File: config.mk
export PLATFORM = sky130hd
export DESIGN_NAME = stg_if_fetch
export DESIGN_NICKNAME = d
export VERILOG_FILES = /design/src/rtl/stg_if_fetch_pkg.sv /design/src/rtl/stg_if_fetch_if_fifo.sv /design/src/rtl/stg_if_fetch.sv
export SDC_FILE = /design/constraint.sdc
export NUM_CORES = 1
export LEC_CHECK = 0
export ABC_CLOCK_PERIOD_IN_PS = 2650
export CAP_MARGIN = 20
export CORE_ASPECT_RATIO = 1.2
export CORE_MARGIN = 3
export CORE_UTILIZATION = 40
export DETAILED_ROUTE_END_ITERATION = 10
export PLACE_DENSITY_LB_ADDON = 0.1
export SETUP_SLACK_MARGIN = 0.02
export SLEW_MARGIN = 20
export SYNTH_ARGS = -nofsm -noshare
export SYNTH_HDL_FRONTEND = slang
export SYNTH_SLANG_ARGS = --single-unit
File: constraint.sdc
create_clock -name iw_clk -period 2.65 [get_ports iw_clk]
set_input_delay 0.53 -clock iw_clk [delete_from_list [all_inputs] [get_ports iw_clk]]
set_output_delay 0.53 -clock iw_clk [all_outputs]
set_load 0.005 [all_outputs]
File: src/rtl/stg_if_fetch_pkg.sv
// Shared IF/ID sizes and output-queue depth for the diad fetch stage.
// DIAD_IF_SKID_EN selects a 2-entry skid queue; otherwise a single output register.
package stg_if_fetch_pkg;

  localparam int DIAD_PC_W    = 24;
  localparam int DIAD_INSTR_W = 24;

`ifdef DIAD_IF_SKID_EN
  localparam int IF_QDEPTH = 2;
`else
  localparam int IF_QDEPTH = 1;
`endif

  // ID unpacks the same {pc, instr} layout, so both sides size it here
  function automatic int ifid_entry_w(input int pc_w, input int instr_w);
    return pc_w + instr_w;
  endfunction

  localparam int DIAD_IFID_W = ifid_entry_w(DIAD_PC_W, DIAD_INSTR_W);

endpackage

File: src/rtl/stg_if_fetch_if_fifo.sv
// Generic synchronous FIFO: push/pop/clear, head shown combinationally, full/empty/count.
// Clear wins over push/pop; push on full is accepted only together with a pop.
module stg_if_fetch_if_fifo
  import stg_if_fetch_pkg::*;
#(
  parameter int DEPTH = 2,
  parameter int WIDTH = DIAD_IFID_W,
  localparam int CW = $clog2(DEPTH + 1),
  localparam int PW = (DEPTH > 1) ? $clog2(DEPTH) : 1
) (
  input  logic             i_clk,
  input  logic             i_rst_n,
  input  logic             i_push,
  input  logic [WIDTH-1:0] i_din,
  input  logic             i_pop,
  input  logic             i_clr,
  output logic [WIDTH-1:0] o_dout,
  output logic             o_full,
  output logic             o_empty,
  output logic [CW-1:0]    o_count
);

  logic [WIDTH-1:0] r_mem [DEPTH];
  logic [PW-1:0]    r_wr;
  logic [PW-1:0]    r_rd;
  logic [CW-1:0]    r_cnt;
  logic             w_do_push;
  logic             w_do_pop;

  function automatic logic [PW-1:0] f_inc(input logic [PW-1:0] p);
    return (p == PW'(DEPTH - 1)) ? '0 : p + PW'(1);
  endfunction

  assign o_full    = (r_cnt == CW'(DEPTH));
  assign o_empty   = (r_cnt == '0);
  assign o_count   = r_cnt;
  assign o_dout    = r_mem[r_rd];
  assign w_do_pop  = i_pop & ~o_empty;
  assign w_do_push = i_push & (~o_full | w_do_pop);

  always_ff @(posedge i_clk or negedge i_rst_n) begin
    if (!i_rst_n) begin
      r_wr  <= '0;
      r_rd  <= '0;
      r_cnt <= '0;
      for (int i = 0; i < DEPTH; i++) r_mem[i] <= '0;
    end else if (i_clr) begin
      r_wr  <= '0;
      r_rd  <= '0;
      r_cnt <= '0;
    end else begin
      if (w_do_push) begin
        r_mem[r_wr] <= i_din;
        r_wr        <= f_inc(r_wr);
      end
      if (w_do_pop) r_rd <= f_inc(r_rd);
      r_cnt <= r_cnt + CW'(w_do_push) - CW'(w_do_pop);
    end
  end

endmodule

File: src/rtl/stg_if_fetch.sv
// IF stage: issues IA PCs to imem, tags in-order responses with their PC, queues {pc,instr} for ID.
// Build option DIAD_IF_SKID_EN: 2-entry output skid queue (1/cycle); default single register (1/2 cycles).
module stg_if_fetch
  import stg_if_fetch_pkg::*;
#(
  parameter int PC_W    = DIAD_PC_W,
  parameter int INSTR_W = DIAD_INSTR_W,
  parameter int MAX_OUT = 2
) (
  input  logic               iw_clk,
  input  logic               iw_rst,
  input  logic               iw_ia_valid,
  input  logic [PC_W-1:0]    iw_ia_pc,
  output logic               ow_ia_ready,
  output logic               ow_imem_req,
  output logic [PC_W-1:0]    ow_imem_addr,
  input  logic               iw_imem_gnt,
  input  logic               iw_imem_rvalid,
  input  logic [INSTR_W-1:0] iw_imem_rdata,
  output logic               ow_ifid_valid,
  output logic [PC_W-1:0]    ow_ifid_pc,
  output logic [INSTR_W-1:0] ow_ifid_instr,
  input  logic               iw_id_ready,
  input  logic               iw_flush
);

  localparam int QDEPTH  = IF_QDEPTH;
  localparam int ENTRY_W = ifid_entry_w(PC_W, INSTR_W);
  localparam int OCW     = $clog2(MAX_OUT + 1);
  localparam int QCW     = $clog2(QDEPTH + 1);
  localparam int UW      = OCW + QCW;

  logic [OCW-1:0]     w_out;
  logic [OCW-1:0]     r_kill;
  logic [OCW-1:0]     w_live;
  logic [QCW-1:0]     w_occ;
  logic [QCW-1:0]     w_occ_eff;
  logic [UW-1:0]      w_used;
  logic [PC_W-1:0]    w_tag;
  logic [ENTRY_W-1:0] w_head;
  logic               w_tag_full, w_tag_empty, w_q_full, w_q_empty;
  logic               w_credit, w_req, w_issue, w_rsp, w_qpush, w_pop;

  // Slots already claimed: queued entries not leaving this cycle plus fetches that will land
  assign w_pop     = ~w_q_empty & iw_id_ready;
  assign w_live    = w_out - r_kill;
  assign w_occ_eff = w_occ - QCW'(w_pop);
  assign w_used    = UW'(w_occ_eff) + UW'(w_live);
  assign w_credit  = (w_used < UW'(QDEPTH));

  assign w_req   = iw_rst & iw_ia_valid & w_credit & ~w_tag_full & ~iw_flush;
  assign w_issue = w_req & iw_imem_gnt;
  assign w_rsp   = iw_imem_rvalid & ~w_tag_empty;
  assign w_qpush = w_rsp & (r_kill == '0) & ~iw_flush;

  assign ow_imem_req   = w_req;
  assign ow_imem_addr  = iw_rst ? iw_ia_pc : '0;
  assign ow_ia_ready   = w_issue;
  assign ow_ifid_valid = ~w_q_empty;
  assign ow_ifid_pc    = w_head[ENTRY_W-1 -: PC_W];
  assign ow_ifid_instr = w_head[INSTR_W-1:0];

  // Responses still owed to a redirected path; they drain through the tag FIFO unqueued
  always_ff @(posedge iw_clk or negedge iw_rst) begin
    if (!iw_rst) begin
      r_kill <= '0;
    end else if (iw_flush) begin
      r_kill <= w_out - OCW'(w_rsp);
    end else if (w_rsp && (r_kill != '0)) begin
      r_kill <= r_kill - OCW'(1);
    end
  end

  stg_if_fetch_if_fifo #(.DEPTH(MAX_OUT), .WIDTH(PC_W)) u_tag_fifo (
    .i_clk   (iw_clk),
    .i_rst_n (iw_rst),
    .i_push  (w_issue),
    .i_din   (iw_ia_pc),
    .i_pop   (w_rsp),
    .i_clr   (1'b0),
    .o_dout  (w_tag),
    .o_full  (w_tag_full),
    .o_empty (w_tag_empty),
    .o_count (w_out)
  );

  stg_if_fetch_if_fifo #(.DEPTH(QDEPTH), .WIDTH(ENTRY_W)) u_out_q (
    .i_clk   (iw_clk),
    .i_rst_n (iw_rst),
    .i_push  (w_qpush),
    .i_din   ({w_tag, iw_imem_rdata}),
    .i_pop   (w_pop),
    .i_clr   (iw_flush),
    .o_dout  (w_head),
    .o_full  (w_q_full),
    .o_empty (w_q_empty),
    .o_count (w_occ)
  );

  a_rvalid_idle: assert property (@(posedge iw_clk) disable iff (!iw_rst)
    !(iw_imem_rvalid && w_tag_empty));

  a_q_overflow: assert property (@(posedge iw_clk) disable iff (!iw_rst)
    !(w_qpush && w_q_full && !w_pop));

endmodule

# Word-level counts from Yosys, hierarchy flattened
# Cells that the tools add are included.
op_classes:
  n_addsub: 13
  n_mux: 21
  magnitude_cmp: 7
  reduce_logical: 10
  bitwise: 21
  eq_ne: 1
  div: 0
  n_mul: 0
  n_shift: 0
ops:
  columns: ["operator", "n"]
  rows:
  - ["two-way mux 24 bit", 5]
  - ["bitwise mux 48 bit", 2]
  - ["two-way mux 48 bit", 2]
  - ["demux 24 bit (select 1 bit)", 1]
  - ["AND 1 bit", 13]
  - ["two-way mux 1 bit", 9]
  - ["nonzero test 2 bit", 4]
  - ["adder 1 bit, second input constant", 4]
  - [">= comparator 2 bit, second input constant", 2]
  - ["zero test 2 bit", 2]
  - ["two-way mux 2 bit", 2]
  - ["inverter 1 bit", 4]
  - ["inverter 1 -> 2 bit", 2]
  - ["subtractor 2 x 1 -> 2 bit", 2]
  - ["adder 1 x 2 -> 3 bit", 1]
  - ["logical AND 1 bit", 3]
  - ["less-than comparator 3 x 1 -> 1 bit, second input constant", 1]
  - ["adder 2 x 1 -> 2 bit", 1]
  - ["equality test 2 bit, second input constant", 1]
  - ["less-than comparator 1 bit, second input constant", 2]
  - ["less-than comparator 2 x 1 -> 1 bit, second input constant", 1]
  - ["OR 1 bit", 2]
  - ["AND reduction 2 bit", 1]
  - ["subtractor 1 bit", 2]
  - ["other kinds (4)", 4]
word_totals:
  elab_cells: 83
  n_memories: 0
  in_bits: 55
  latchBits: 0
  ram_bits: 0
  out_inout_bits: 75
  register_bits: 105
  mem_bits_ro: 0

# Logic depth before layout (Yosys ltp)
logic_depth:
  depth_word: 11
  mapped_depth: 9
  mapped_depth_nobuf: 9

# Modules after synthesis
# From an unflattened synthesis, not the netlist that was laid out.
hier_totals:
  hier_cells: 313
  area_unflattened_um2: 4700.8
by_module_without_submodules:
  columns: ["mod", "area_each_um2", "cells_per_inst", "instances", "seq_area_each_um2"]
  rows:
  - ["stg_if_fetch_if_fifo at u_tag_fifo", 2401.1, 152, 1, 1301.2]
  - ["stg_if_fetch_if_fifo at u_out_q", 1866.8, 108, 1, 1226.2]
  - ["stg_if_fetch", 432.9, 53, 1, 50.0]

# Worst setup path after synthesis
# No wires, ideal clock.
synth_path:
  path_kind: "register to register"
  start: "reg u_tag_fifo.r_cnt[0] (netlist: u_tag_fifo.o_count[0])"
  end: "reg u_tag_fifo.r_mem[27] (netlist name)"
  arrival_time_ns: 2.344
  period_less_slack_ns: 2.469
  stages_incl_launch_ff: 10
  path_buffers: 1
  setup_ns: 0.125
  t_required_ns: 2.525
  setup_slack_ns: 0.181
  path_cell_list: "dfrtp_1 > inv_1 > ha_1 > inv_1 > ha_1 > nand4bb_1 > a2111oi_4 > nand3b_4 > buf_6 > mux2_4"
synth_via:
  elab_chain_len: 8
  word_cells_on_any_way: 15
  cone_classes: "2 x add/sub; 1 x order compare; 1 x eq/ne; 10 x bitwise; 1 x reduce/logical"
synth_lines:
  columns: ["element", "line_no", "rtl"]
  rows:
  - ["start, declared", "stg_if_fetch_if_fifo.sv:26", "logic [CW-1:0] r_cnt;"]
  - ["start signal, assigned", "stg_if_fetch_if_fifo.sv:57", "r_cnt <= r_cnt + CW'(w_do_push) - CW'(w_do_pop);"]
  - ["subtractor 2 bit", "stg_if_fetch.sv:46", "assign w_live = w_out - r_kill;"]
  - ["adder 1 x 2 -> 3 bit", "stg_if_fetch.sv:48", "assign w_used = UW'(w_occ_eff) + UW'(w_live);"]
  - ["less-than comparator 3 x 1 -> 1 bit", "stg_if_fetch.sv:49", "assign w_credit = (w_used < UW'(QDEPTH));"]
  - ["AND 1 bit", "stg_if_fetch.sv:51", "assign w_req = iw_rst & iw_ia_valid & w_credit & ~w_tag_full & ~iw_flush;"]
  - ["AND 1 bit (*) (2 in series)", "stg_if_fetch.sv:51", null]
  - ["via ow_imem_req", "stg_if_fetch.sv:15", "output logic ow_imem_req,"]
  - ["AND 1 bit (*)", "stg_if_fetch.sv:52", "assign w_issue = w_req & iw_imem_gnt;"]
  - ["AND 1 bit (*)", "stg_if_fetch_if_fifo.sv:39", "assign w_do_push = i_push & (~o_full | w_do_pop);"]
  - ["end signal, assigned by index", "stg_if_fetch_if_fifo.sv:53", "r_mem[r_wr] <= i_din;"]
  - ["end, declared", "stg_if_fetch_if_fifo.sv:23", "logic [WIDTH-1:0] r_mem [DEPTH];"]
# The timed path passes the listed nets; every way through them passes the cells marked *.
# A chain may end at the register's enable or synchronous reset.

# Final worst setup path
layout_path:
  start: "reg u_tag_fifo.r_cnt[0] (netlist: u_tag_fifo.o_count[0])"
  end: "out ow_ia_ready"
layout_via:
  elab_chain_len: 7
  word_cells_on_any_way: 9
  cone_classes: "2 x add/sub; 1 x order compare; 1 x eq/ne; 5 x bitwise"
layout_lines:
  columns: ["element", "line_no", "rtl"]
  rows:
  - ["subtractor 2 bit", "stg_if_fetch.sv:46", null]
  - ["adder 1 x 2 -> 3 bit", "stg_if_fetch.sv:48", null]
  - ["less-than comparator 3 x 1 -> 1 bit", "stg_if_fetch.sv:49", null]
  - ["AND 1 bit", "stg_if_fetch.sv:51", null]
  - ["AND 1 bit (*) (2 in series)", "stg_if_fetch.sv:51", null]
  - ["AND 1 bit (*)", "stg_if_fetch.sv:52", null]
  - ["end, declared", "stg_if_fetch.sv:14", "output logic ow_ia_ready,"]
# Mark *: on every way between the ends. The rest lies on a longest branch, timed or not.

==> out/metrics.csv <==
stage,metric,value,unit
global_route,Congestion Overflow GR,0,
setup_path,CP max stage delay,400,ps
run,Max Cap Violations,0,
global_route,initial antenna violation count,0,
clock_network,register clock-pin slew on the reported worst setup and hold paths,70,ps
die,Core Box Area,0.0108,mm^2
clock_network,CTS Sinks,103,
timing,RSZ-0062 raised after global routing,yes,
die,Initial Util,0.418,
setup_path,crit-path leading delay family,flip-flops,
clock_network,CTS tree,done,
timing,final period utilization,0.988,
placed_design,Placed Cells,580,
drt,First DRT Iteration DRCs,58,
drt,final WL,9430,um
final_layout,fin nets,527,
final_layout,Layout Cells excl Fill,600,
synthesis,Yosys warnings,0,
synthesis,mapped cell area,0.00450,mm^2
timing,crit path time final,2620,ps
clock_network,root buf cell,clkbuf_16,
min_path,Worst Hold Class,in2async,
power,maximum VDD drop,0.000440,V
synthesis,Mapped Avg Cell Area,14.1,um^2
final_layout,Final Util,0.599,
setup_path,CP startpoint kind,register,
timing,Setup Skew,6.58,ps
global_route,vias in the first global route,3009,
final_layout,Final Cell Area,0.00645,mm^2
clock_network,CTS Buf Count,9,
timing,Final Hold Viols,0,
setup_path,CP max FO,2,
drt,Pre-antenna DRT Iters,4,
die,Die W,103,um
final_layout,Synth-to-Final Area Change,43.3,%
die,I/O pin count,130,
setup_path,crit-path cells,inv_2 > ha_4 > inv_2 > ha_4 > nand4bb_4 > a2111oi_4 > buf_4 > and2_4 > buf_6,
synthesis,Synth Instances,320,
power,PwrDens,969,mW/mm^2
clock_network,clock buffer depth,2,
setup_path,endpoint class of the critical path,primary output,
final_layout,n_diodes,0,
drt,total number of vias,2899,
final_layout,share of layout cells above drive strength 1,0.265,
setup_path,"Worst Path Class, Setup",reg2out,
timing,Slew @ Worst Pin,822,ps
global_route,largest net degree at the start of global routing,90,
clock_network,H-tree Lvls,3,
drt,Detail Route Antenna Nets,0,
placed_design,routability cong.,0.728,
global_route,Global Route Usage Sum,0.156,
synthesis,Yosys cell types,24,
global_route,first-pass GRT wire length,15100,um
clock_network,# hold bufs at CTS,0,
synthesis,share of the yosys chip area belonging to registers,0.572,
setup_path,CP bufs+invs,4,
setup_path,Critical Path AT,2090,ps
die,die area,0.0126,mm^2
power,leakage power total,0.00302,uW
drt,DR DRC count,0,
clock_network,"Clk Latency, worst-skew pair",340,ps
synthesis,synthesis-stage register bit count,103,
outcome,status,completed,
timing,Slew Limit Fails,0,
drt,WL/cell,15.7,um
timing,Max Freq,382,MHz
setup_path,slowest CP cell,dfrtp_1,
placed_design,Detailed Place HPWL,6490,um
setup_path,"Req. time, crit path",2120,ps
setup_path,CP Depth,9,
die,row count,41,
timing,Final setup viols,0,
synthesis,Mapped Nets,380,
placed_design,placement-stage cell area,0.00609,mm^2
placed_design,number of port buffers,129,
timing,Slew HR,0.452,
setup_path,Worst R2R Path Depth,12,
die,die height,122,um
drt,Via density,4.83,
flip-flops by register name (all words and copies together), names as in the netlist:
name	flops
u_tag_fifo.r_mem	48
u_out_q.r_mem	48
u_out_q.o_count	1
u_tag_fifo.r_rd	1
u_tag_fifo.r_wr	1
r_kill	2
u_tag_fifo.o_count	2
synth_stat cells:
cell type,n,share of area
nor4b_1,1,0.0019
buf_2,4,0.0044
a21oi_1,24,0.027
mux2_2,44,0.11
and2_1,26,0.036
nor2b_1,1,0.0014
mux2i_1,26,0.058
buf_1,1,0.00083
mux2_4,29,0.097
xor3_1,1,0.0053
a21o_1,1,0.0017
dfrtp_1,103,0.57
xnor2_1,4,0.0078
nand3_4,1,0.0039
a2111oi_4,1,0.0061
nand4bb_1,1,0.0025
o21ai_0,1,0.0011
inv_1,7,0.0058
nor2_1,25,0.021
clkbuf_1,8,0.0067
nand3b_4,1,0.0044
xor2_1,1,0.0019
buf_6,4,0.010
ha_1,5,0.014
layout make-up:
| cell class | count | area, um^2 |
|---|---|---|
| fillers | 875 | 4320 |
| inverters | 7 | 26.3 |
| well taps | 129 | 161 |
| flip-flops and latches | 103 | 2580 |
| repair buffers | 153 | 1550 |
| clock inverters | 2 | 15.0 |
| clock buffers | 13 | 270 |
| multi-input cells | 193 | 1850 |
what timing repair did:
| action | in CTS | in global routing |
|---|---|---|
| gates resized for setup | 15 | 1 |
| endpoints found under the setup margin | 2 | 2 |
| setup buffers | 3 | 2 |
| pin swaps | 5 | 0 |
power breakdown:
| group | total (uW) | switching (uW) | internal [uW] |
|---|---|---|---|
| Sequential | 2630 | 436 | 2190 |
| Clock | 1250 | 542 | 709 |
| Combinational | 2370 | 752 | 1620 |
| Total | 6250 | 1730 | 4520 |
final timing paths:
check                                            startpoint                          endpoint  slack, ps
max reg2reg                 u_tag_fifo.o_count[0]$_DFF_PN0_  u_tag_fifo.r_mem[45]$_DFFE_PN0P_        180
min reg2reg                u_tag_fifo.r_mem[11]$_DFFE_PN0P_  u_tag_fifo.r_mem[11]$_DFFE_PN0P_        500
min in group iw_clk        u_tag_fifo.r_mem[11]$_DFFE_PN0P_  u_tag_fifo.r_mem[11]$_DFFE_PN0P_        500
max in group asynchronous                            iw_rst  u_tag_fifo.r_mem[31]$_DFFE_PN0P_       1700
min                                                  iw_rst      u_out_q.r_mem[1]$_DFFE_PN0P_        250
max                         u_tag_fifo.o_count[0]$_DFF_PN0_                       ow_ia_ready         30
placed cells by master, fill, tap and decap left out, drive strengths merged:
master and count:
buf 27, clkbuf 13, and2 26, dlygate4sd2 1, nand3 1, nand3b 1, inv 7, ha 5
xor3 1, clkinvlp 2, mux2i 26, xor2 1, xnor2 4, nor4b 1, a21oi 24, nor2b 1
nand4bb 1, nor2 25, a2111oi 1, clkdlybuf4s50 125, dfrtp 103, a21o 1, o21ai 1, mux2 73
kinds of logic after synthesis:
family | count (synthesis) | share of synthesized area
compound gates | 27 | 0.0356
xor+xnor | 6 | 0.0150
fa+ha+maj | 5 | 0.0139
buf+inv | 24 | 0.0278
flops | 103 | 0.572
mux | 99 | 0.264
simple gates | 56 | 0.0711
metrics by stage:
stage	hold slack [ps]	TNS, ps	setup slack, ps	power [uW]
after floorplan	234	0	181	3730
after global placement	487	-8470	-491	4920
after detailed placement	492	-9790	-522	4990
after CTS	265	0	24.9	6330
after global routing	288	-56.1	-56.1	6670
final	248	0	32.6	6250
routing by layer:
metal	GRT usage	up-vias	wire [um]
met5	0	-	0
met4	0.0664	0	174
met3	0.0284	12	509
met2	0.255	83	4570
met1	0.204	1404	4170
li1	-	1400	-
No activity file was read; power rests on OpenSTA's default activity.
